==> src/rtl/seg_pkg.sv <==
// ---------------------------------------------------------------------------
// seg_pkg
// Shared definitions for the seven-segment message scroller.
//   GLYPH_W        width of a glyph code
//   GLYPH_BLANK    code that lights no segments
//   glyph codes    0..15 are the hex digits 0..F, 16..30 are letters,
//                  31 is BLANK
//   DISPLAY_DIGITS number of physical digits driven by the scanner
//   scroll_state_e display mode, derived from the stored message length
// ---------------------------------------------------------------------------
package seg_pkg;

  localparam int GLYPH_W = 5;
  localparam logic [GLYPH_W-1:0] GLYPH_BLANK = 5'h1F;

  localparam logic [GLYPH_W-1:0] GLYPH_HEX_FIRST    = 5'd0;
  localparam logic [GLYPH_W-1:0] GLYPH_HEX_LAST     = 5'd15;
  localparam logic [GLYPH_W-1:0] GLYPH_LETTER_FIRST = 5'd16;
  localparam logic [GLYPH_W-1:0] GLYPH_LETTER_LAST  = 5'd30;

  localparam int DISPLAY_DIGITS = 8;

  localparam int LEN_W = 5;

  typedef enum logic [1:0] {
    ST_EMPTY  = 2'd0,
    ST_STATIC = 2'd1,
    ST_SCROLL = 2'd2
  } scroll_state_e;

  // A message that fits on the physical digits is shown still; anything
  // longer has to scroll.
  function automatic scroll_state_e state_for_len(input logic [LEN_W-1:0] len);
    scroll_state_e st;
    if (len == '0) begin
      st = ST_EMPTY;
    end else if (len <= LEN_W'(DISPLAY_DIGITS)) begin
      st = ST_STATIC;
    end else begin
      st = ST_SCROLL;
    end
    return st;
  endfunction

endpackage

==> src/rtl/seg_tick_gen.sv <==
// ---------------------------------------------------------------------------
// seg_tick_gen
// Free-running divider that produces a one-cycle tick every DIV enabled
// clock cycles.
//   clk    system clock
//   rst_n  asynchronous active-low reset
//   en     count only while high; the count is held at zero otherwise
//   clr    synchronous clear of the count
//   tick   high for the single cycle in which the count sits at DIV-1
// ---------------------------------------------------------------------------
module seg_tick_gen #(
  parameter int DIV = 4
) (
  input  logic clk,
  input  logic rst_n,
  input  logic en,
  input  logic clr,
  output logic tick
);

  localparam int CW = (DIV > 1) ? $clog2(DIV) : 1;

  logic [CW-1:0] cnt;

  // The tick is decoded combinationally from the count so the consumer sees
  // it in the same cycle the count reaches its terminal value.
  assign tick = en && (cnt == CW'(DIV - 1));

  // Disabling the divider also zeroes it, so every enable period starts a
  // full DIV-cycle interval.
  always_ff @(posedge clk or negedge rst_n) begin
    if (!rst_n) begin
      cnt <= '0;
    end else if (clr || !en) begin
      cnt <= '0;
    end else if (tick) begin
      cnt <= '0;
    end else begin
      cnt <= cnt + 1'b1;
    end
  end

endmodule

==> src/rtl/seg_msg_scroller.sv <==
// ---------------------------------------------------------------------------
// seg_msg_scroller
// Stores a short message of glyph codes and presents, for the digit the
// downstream scanner is enabling, the glyph that belongs there. Messages of
// up to DISPLAY_DIGITS glyphs are shown still; longer ones scroll left with
// one blank separator between the end and the restart of the message.
//   clk        system clock
//   rst_n      asynchronous active-low reset
//   clr        synchronous message clear (wins over a same-cycle write)
//   wr_valid   append request for wr_data
//   wr_data    glyph code to append
//   wr_ready   a write can be accepted this cycle
//   scan_idx   digit currently enabled by the scanner, 0 = leftmost
//   glyph      registered glyph code for scan_idx
//   msg_len    number of stored glyphs
//   scrolling  high while the message is scrolling
// Parameters
//   MSG_DEPTH  glyph storage depth (at most 24 so offset+scan_idx fits 5 bits)
//   SCROLL_DIV clk cycles per scroll step
// ---------------------------------------------------------------------------
module seg_msg_scroller
  import seg_pkg::*;
#(
  parameter int MSG_DEPTH  = 16,
  parameter int SCROLL_DIV = 50000000
) (
  input  logic               clk,
  input  logic               rst_n,
  input  logic               clr,
  input  logic               wr_valid,
  input  logic [GLYPH_W-1:0] wr_data,
  output logic               wr_ready,
  input  logic [2:0]         scan_idx,
  output logic [GLYPH_W-1:0] glyph,
  output logic [LEN_W-1:0]   msg_len,
  output logic               scrolling
);

  localparam int AW = (MSG_DEPTH > 1) ? $clog2(MSG_DEPTH) : 1;

  logic [GLYPH_W-1:0] mem [MSG_DEPTH];

  scroll_state_e state_q;
  scroll_state_e state_d;

  logic               wr_fire;
  logic               step_tick;
  logic [LEN_W-1:0]   offset;
  logic [LEN_W-1:0]   scan_ext;
  logic [LEN_W-1:0]   pos_sum;
  logic [LEN_W-1:0]   virt_len;
  logic [LEN_W-1:0]   pos_idx;
  logic [GLYPH_W-1:0] glyph_d;

  assign wr_ready = (msg_len < LEN_W'(MSG_DEPTH)) && !clr;
  assign wr_fire  = wr_valid && wr_ready;

  // Glyph storage has no reset: entries above msg_len are never selected, so
  // their contents are irrelevant.
  always_ff @(posedge clk) begin
    if (wr_fire) begin
      mem[msg_len[AW-1:0]] <= wr_data;
    end
  end

  // Message length; a clear discards everything including a same-cycle write.
  always_ff @(posedge clk or negedge rst_n) begin
    if (!rst_n) begin
      msg_len <= '0;
    end else if (clr) begin
      msg_len <= '0;
    end else if (wr_fire) begin
      msg_len <= msg_len + 1'b1;
    end
  end

  // Display mode register; it follows msg_len one cycle later.
  always_ff @(posedge clk or negedge rst_n) begin
    if (!rst_n) begin
      state_q <= ST_EMPTY;
    end else begin
      state_q <= state_d;
    end
  end

  // Next mode from the current length. A clear forces EMPTY directly so that
  // scrolling drops on the same edge that empties the message.
  always_comb begin
    state_d   = state_for_len(msg_len);
    scrolling = 1'b0;
    if (clr) begin
      state_d = ST_EMPTY;
    end
    scrolling = (state_q == ST_SCROLL);
  end

  seg_tick_gen #(
    .DIV (SCROLL_DIV)
  ) u_tick (
    .clk   (clk),
    .rst_n (rst_n),
    .en    (state_q == ST_SCROLL),
    .clr   (clr),
    .tick  (step_tick)
  );

  // Scroll offset runs 0..msg_len; position msg_len is the blank separator.
  // Outside SCROLL it is pinned at zero so every scroll starts from the
  // first glyph. Writes while scrolling only lengthen the loop.
  always_ff @(posedge clk or negedge rst_n) begin
    if (!rst_n) begin
      offset <= '0;
    end else if (clr || (state_q != ST_SCROLL)) begin
      offset <= '0;
    end else if (step_tick) begin
      offset <= (offset == msg_len) ? '0 : offset + 1'b1;
    end
  end

  // Glyph selection. The mode is decoded from msg_len itself rather than the
  // state register, so a new length is reflected one cycle later without
  // waiting for the state to catch up. offset+scan_idx is below twice the
  // virtual length, hence one conditional subtract gives the modulo.
  always_comb begin
    scan_ext = {2'b00, scan_idx};
    pos_sum  = offset + scan_ext;
    virt_len = msg_len + 1'b1;
    pos_idx  = (pos_sum >= virt_len) ? (pos_sum - virt_len) : pos_sum;
    glyph_d  = GLYPH_BLANK;
    if (msg_len == '0) begin
      glyph_d = GLYPH_BLANK;
    end else if (msg_len <= LEN_W'(DISPLAY_DIGITS)) begin
      if (scan_ext < msg_len) begin
        glyph_d = mem[scan_ext[AW-1:0]];
      end
    end else if (pos_idx != msg_len) begin
      glyph_d = mem[pos_idx[AW-1:0]];
    end
  end

  // Output register; a clear blanks the display on the same edge it empties
  // the message.
  always_ff @(posedge clk or negedge rst_n) begin
    if (!rst_n) begin
      glyph <= GLYPH_BLANK;
    end else if (clr) begin
      glyph <= GLYPH_BLANK;
    end else begin
      glyph <= glyph_d;
    end
  end

endmodule

==> config.mk <==
export PLATFORM = sky130hd
export DESIGN_NAME = seg_msg_scroller
export DESIGN_NICKNAME = d
export VERILOG_FILES = /design/src/rtl/seg_pkg.sv /design/src/rtl/seg_tick_gen.sv /design/src/rtl/seg_msg_scroller.sv
export SDC_FILE = /design/constraint.sdc
export NUM_CORES = 1
export LEC_CHECK = 0
export CORE_MARGIN = 2
export CORE_UTILIZATION = 60
export CTS_BUF_LIST = sky130_fd_sc_hd__clkbuf_8
export CTS_CLUSTER_SIZE = 8
export DETAILED_ROUTE_END_ITERATION = 12
export PLACE_DENSITY = 0.78
export SLEW_MARGIN = 20
export SYNTH_ARGS = -nofsm -noshare
export SYNTH_HDL_FRONTEND = slang
export SYNTH_HIERARCHICAL = 1
export SYNTH_SLANG_ARGS = --single-unit
==> constraint.sdc <==
create_clock -name clk -period 8.8 [get_ports clk]
set_input_delay 0.88 -clock clk [delete_from_list [all_inputs] [get_ports clk]]
set_output_delay 0.88 -clock clk [all_outputs]
set_load 0.01 [all_outputs]
=== Word level (Yosys, flattened, before mapping) ===
Memories as Yosys holds them, arrays and structs flattened.
Cells that the tools add are included.

* Bits in registers: 43
* Latch bits: 0
* RAM bits: 80
* ROM bits: 0
* Input bits: 12
* Output and inout bits: 12
* Logic and storage cells: 48
* Memories kept: 1

{| class="wikitable"
|+ Memories
! memory !! words !! bits a word !! read ports !! clocked after memory_dff !! wr ports !! line !! source
|-
| mem || 16 || 5 || 2 || 0 || 1 || seg_msg_scroller.sv:41 || <nowiki>logic [GLYPH_W-1:0] mem [MSG_DEPTH];</nowiki>
|}

* Add/sub/neg operators: 5
* Multiply operators: 0
* Div/mod/pow operators: 0
* Order comparisons: 4
* Equal/unequal tests: 5
* Shift-type cells: 0
* Multiplexer cells: 18
* Bitwise operators: 0
* Reductions and logical operators: 10

{| class="wikitable"
|+ Operators by type and width
! kind !! count
|-
| $mux 5 || 11
|-
| $mux 26 || 2
|-
| $add 26x1->26 const B || 1
|-
| $eq 26x26->1 const B || 1
|-
| $add 5x1->5 const B || 2
|-
| $mux 2 || 3
|-
| $add 5x3->5 || 1
|-
| $eq 5x5->1 || 1
|-
| $ge 5x5->1 || 1
|-
| $le 5x4->1 const B || 1
|-
| $logic_not 5->1 || 1
|-
| $lt 3x5->1 || 1
|-
| $lt 5x5->1 const B || 1
|-
| $ne 5x5->1 || 1
|-
| $sub 5x5->5 || 1
|-
| $reduce_bool 2->1 || 2
|-
| $logic_and 1x1->1 || 3
|-
| $eq 2x2->1 const B || 1
|-
| $logic_not 1->1 || 2
|-
| $logic_or 1x1->1 || 2
|-
| $mux 1 || 2
|-
| $ne 2x2->1 const B || 1
|}

=== Depth between registers and ports, before layout ===
* Word-level depth: 8
* Mapped depth: 15
* Mapped depth without buffers: 13

=== By module ===
Netlist, hierarchy kept.

{| class="wikitable"
|+ Modules (own cells, without submodules)
! module !! times used !! cells each !! area each (µm²) !! sequential area each (µm²)
|-
| seg_msg_scroller || 1 || 471 || 5,342.6 || 2,834.0
|-
| seg_tick_gen || 1 || 142 || 1,390.1 || 650.6
|}

=== Worst setup path before layout ===
No wires, ideal clock.

* Kind: input to register
* From: input port scan_idx[0]
* To: register glyph[0]
* Library setup time: 0.088 ns
* Data arrival time: 3.927 ns
* Data required time: 8.712 ns
* Path slack: 4.785 ns
* Cell stages on the path: 14
* Buffers on the path: 2
* Cell sequence: ha_1 -> fa_1 -> xnor2_1 -> inv_1 -> ha_1 -> buf_4 -> o21a_2 -> o211ai_2 -> buf_6 -> nand3_1 -> nand2_1 -> mux2_2 -> o2111ai_1 -> a31oi_1

* Cells in the longest elaborated chain, start to end: 8
* Elaborated cells between the ends (all ways): 12
* Those cells by class: add/sub: 2; order compare: 2; eq/ne: 1; mux: 6; memory: 1

{| class="wikitable"
|+ RTL lines
! element !! line !! source
|-
| start, declared || seg_msg_scroller.sv:33 || <nowiki>input logic [2:0] scan_idx,</nowiki>
|-
| $add 5x3->5 || seg_msg_scroller.sv:126 || <nowiki>pos_sum = offset + scan_ext;</nowiki>
|-
| $sub 5x5->5 or $ge 5x5->1 (tied branches) || seg_msg_scroller.sv:128 || <nowiki>pos_idx = (pos_sum >= virt_len) ? (pos_sum - virt_len) : pos_sum;</nowiki>
|-
| $mux 5 || seg_msg_scroller.sv:128 ||
|-
| $mem_v2 16x5 or $ne 5x5->1 (tied branches) || n/a ||
|-
| $mux 5 || seg_msg_scroller.sv:136 || <nowiki>end else if (pos_idx != msg_len) begin</nowiki>
|-
| $mux 5 * || seg_msg_scroller.sv:132 || <nowiki>end else if (msg_len <= LEN_W'(DISPLAY_DIGITS)) begin</nowiki>
|-
| $mux 5 * || seg_msg_scroller.sv:130 || <nowiki>if (msg_len == '0) begin</nowiki>
|-
| $mux 5 * || seg_msg_scroller.sv:146 || <nowiki>end else if (clr) begin</nowiki>
|-
| end signal, assigned || seg_msg_scroller.sv:149 || <nowiki>glyph <= glyph_d;</nowiki>
|-
| end, declared || seg_msg_scroller.sv:34 || <nowiki>output logic [GLYPH_W-1:0] glyph,</nowiki>
|}

Mark *: on every way between the ends. The rest lies on a longest branch, timed or not.
A chain may end at the register's enable or synchronous reset.

=== Worst setup path in the final report ===
Ends and elaborated chain as after synthesis.

==> flow_summary.yaml <==
finish:
  nNetsFinal: 658
  multi_input_area_um2: 2980
  syn2layout_area_growth_pct: 9.645
  final_cells: 781
  layout-drive-gt1-share_pct: 13.73
  n_fill_cell: 785
  n_antenna_cell: 0
  design_area_um2: 7382
  seqCellArea_um2: 3485
grt:
  track_usage_pct: 29.72
  grt_antenna_before_repair: 0
  grt.overflow.total: 0
  grt_pass1_vias: 4885
  grtUsageMet3_pct: 7.943
  use_met1_pct: 42.63
  grt_busiest_layer: "met2"
  use_met2_pct: 43.69
  grt_max_degree: 44
  grt_pass1_wl_um: 26010
critical_path:
  path_class: "input port to flop"
  rrSetupSlack_ps: 3700
  critPathArrivalTime_ps: 6340
  critPathRequiredTime_ps: 9160
  r2r_cells: 12
  crit_path_start_kind: "input port"
  crit_fanout: 14
  endpoint_kind: "flop"
logic_synthesis:
  syn_avg_cell_area_um2: 10.98
  ys_seq_area_share_pct: 51.76
  synth_top_family_by_area: "simple AND/OR/NAND/NOR gates"
  synth_cells: 613
  ys_ff_latch: 123
  synth-compound-area-share_pct: 15.13
  synth_fa_ha_area_share_pct: 3.568
  ys.flop_type: "edfxtp_1"
  synthSimpleGateAreaFrac_pct: 16.60
  synth_warnings: 6
  synth_edf_count: 80
  muxShareOfSynthArea_pct: 4.497
  synthXorXnorAreaFrac_pct: 4.423
  netlist_area_um2: 6733
  synth_nets: 643
  synth_cell_type_count: 68
  ys_async_sr_fraction_pct: 34.96
placed_design:
  gp_congestion: 1.004
  pre_cts_ws_ps: 2586
  port-buffer-count: 23
  place.detailed.hpwl_um: 11950
  place_area_um2: 6982
  dp_cells: 749
run:
  max-cap-violations: 0
sta:
  fin_worst_skew_ps: 12.66
  max_slew.worst_pin.slew_ps: 1071
  period_minus_slack_ps: 5977
  fin_tns_setup_ps: 0
  rsz0062_at_grt: "no"
  slew_violations: 0
  period_share_pct: 67.92
  timing.slew.headroom_pct: 28.14
  hold_violations: 0
  setup_viol: 0
  clock.fmax_mhz: 167.3
  fin_ws_ps: 2823
drt:
  drt_iter0_drc: 713
  drc_errors: 0
  ant_nets: 0
  wire_per_inst_um: 21.72
  vias: 5158
  routed_wl_um: 16960
  firstDrtPassIters: 5
  vias_per_cell: 6.604
outcome:
  status: "finished clean"
floorplan:
  dieArea_um2: 12080
  die_h_um: 109.9
  io_pins: 24
  rows: 38
  start_util_pct: 61.84
  core_um2: 10890
  die_x_um: 109.9
clocking:
  cts_num_sinks: 123
  cts_buffer_depth: 2
  cts.hold.buffers_added: 0
  ctsRootBufferMaster: "clkbuf_8"
  cts_resized: 0
  htreeDepth: 4
  cts_buffers: 17
  cts_setup_buffers: 0
  clk_pin_slew_ps: 90
  clk_latency_ps: 460
  cts_tree: "yes"
worst_hold_path:
  hold-path-cell-count: 1
  hold_path.class: "flop to flop"
power_and_ir_drop:
  p_total_mw: 1.427
  ir_worst_vdd_uv: 126.4
  p_per_area_nw_per_um2: 193.3
  leakage_nw: 2.600
[sequential cells by signal (all words and copies together) (netlist names)]
register    count
glyph           5
mem            80
msg_len         5
offset          5
state_q         2
u_tick/cnt     26
[placed cells by master (no fill, tap or decap), types with 6 or more instances in the layout]
master	n
edfxtp_1	80
nand3_1	57
nand2_1	50
o21ai_0	46
nor2_1	41
dfrtp_1	38
inv_1	29
clkdlybuf4s50_1	22
xnor2_1	21
o211ai_1	18
clkbuf_8	17
ha_1	16
a21oi_1	15
xor2_1	13
nand4_1	12
nor3_1	11
a211oi_1	11
mux4_2	10
a311oi_1	8
or3_1	7
mux2_2	6
a22oi_1	6
or4_1	6
[per-stage QoR]
step | hold WS (ps) | utilization [%]
2_1_floorplan | 462.8 | -
3_3_place_gp | 501.6 | 64.12
3_5_place_dp | 506.4 | 64.12
4_1_cts | 518.7 | 67.77
5_1_grt | 562.6 | 67.80
6_report | 515.0 | 67.80
[cell families after synthesis]
kind of cell,after synthesis
compound gates,146
xor+xnor,34
fa+ha+maj,18
buf+inv,57
flops,123
mux,17
simple gates,218
[synth_stat cells, types with 3 or more instances]
cell      count  area [um^2]
mux4_2       10        225.2
dfrtp_1      38        950.9
o31ai_1       5        37.54
nor3_1       11        55.05
inv_1        28        105.1
or4_1         6        45.04
a21oi_2       3        26.28
nand2b_1      3        18.77
o211ai_1     18        135.1
nand2_1      50        187.7
clkbuf_1     12        45.04
a31oi_1       3        18.77
a21o_1        3        22.52
nand3_1      57        285.3
buf_2         9        45.04
a311oi_1      8        70.07
buf_6         4        45.04
and2_1        3        18.77
xor2_1       13        113.9
ha_1         16        200.2
nor2b_1       4        25.02
nor2_1       41        153.9
o21ai_0      46        230.2
or2_2         4        25.02
mux2_2        6        67.56
nor4_1        5        31.28
a22oi_1       6        45.04
a32oi_1       5        43.79
xnor2_1      21        183.9
nand4_1      12        75.07
a21oi_1      15        75.07
o21ai_1       5        25.02
a211oi_1     11        82.58
dfstp_2       5        131.4
edfxtp_1     80         2402
o31ai_2       4        50.05
or3_1         7        43.79
[path summary, 6_finish.rpt]
path	from	endpoint
max reg2reg	offset[0]	glyph[0]
max	scan_idx[0]	glyph[0]
min in group asynchronous	rst_n	u_tick/cnt[23]
min reg2reg	u_tick/cnt[0]	u_tick/cnt[0]
min	u_tick/cnt[0]	u_tick/cnt[0]
max in group asynchronous	rst_n	u_tick/cnt[13]
[worst max-delay path, cell delays in order]
cell and delay [ps]:
clkdlybuf4s50_1 760, ha_1 410, fa_1 410, xnor2_1 560, inv_1 220, ha_1 470, nand3_1 150, o21ai_1 800
o21ai_1 530, nand2_1 440, mux2_2 390, o2111ai_1 190, a31oi_1 120
[report_power, final]
part           internal, mW  total [mW]  switching (mW)  leakage (nW)
clock                 0.257       0.507           0.250         0.210
combinational        0.0957       0.290           0.194          1.09
sequential            0.623       0.630         0.00681          1.30
total                 0.976        1.43           0.451          2.60
[final cells by class]
cell class | instances | area share [%]
clock buffers | 17 | 3.169
repair buffers | 25 | 3.254
clock inverters | 15 | 2.203
flip-flops and latches | 123 | 47.20
multi-input cells | 433 | 40.37
inverters | 28 | 1.424
well taps | 140 | 2.373
[routing by layer]
metal	share of wire [%]	vias up
met5	0	-
met4	1.7	0
li1	-	2340
met1	43	2491
met3	10	30
met2	45	297
Power figures use the tool's default switching activity.
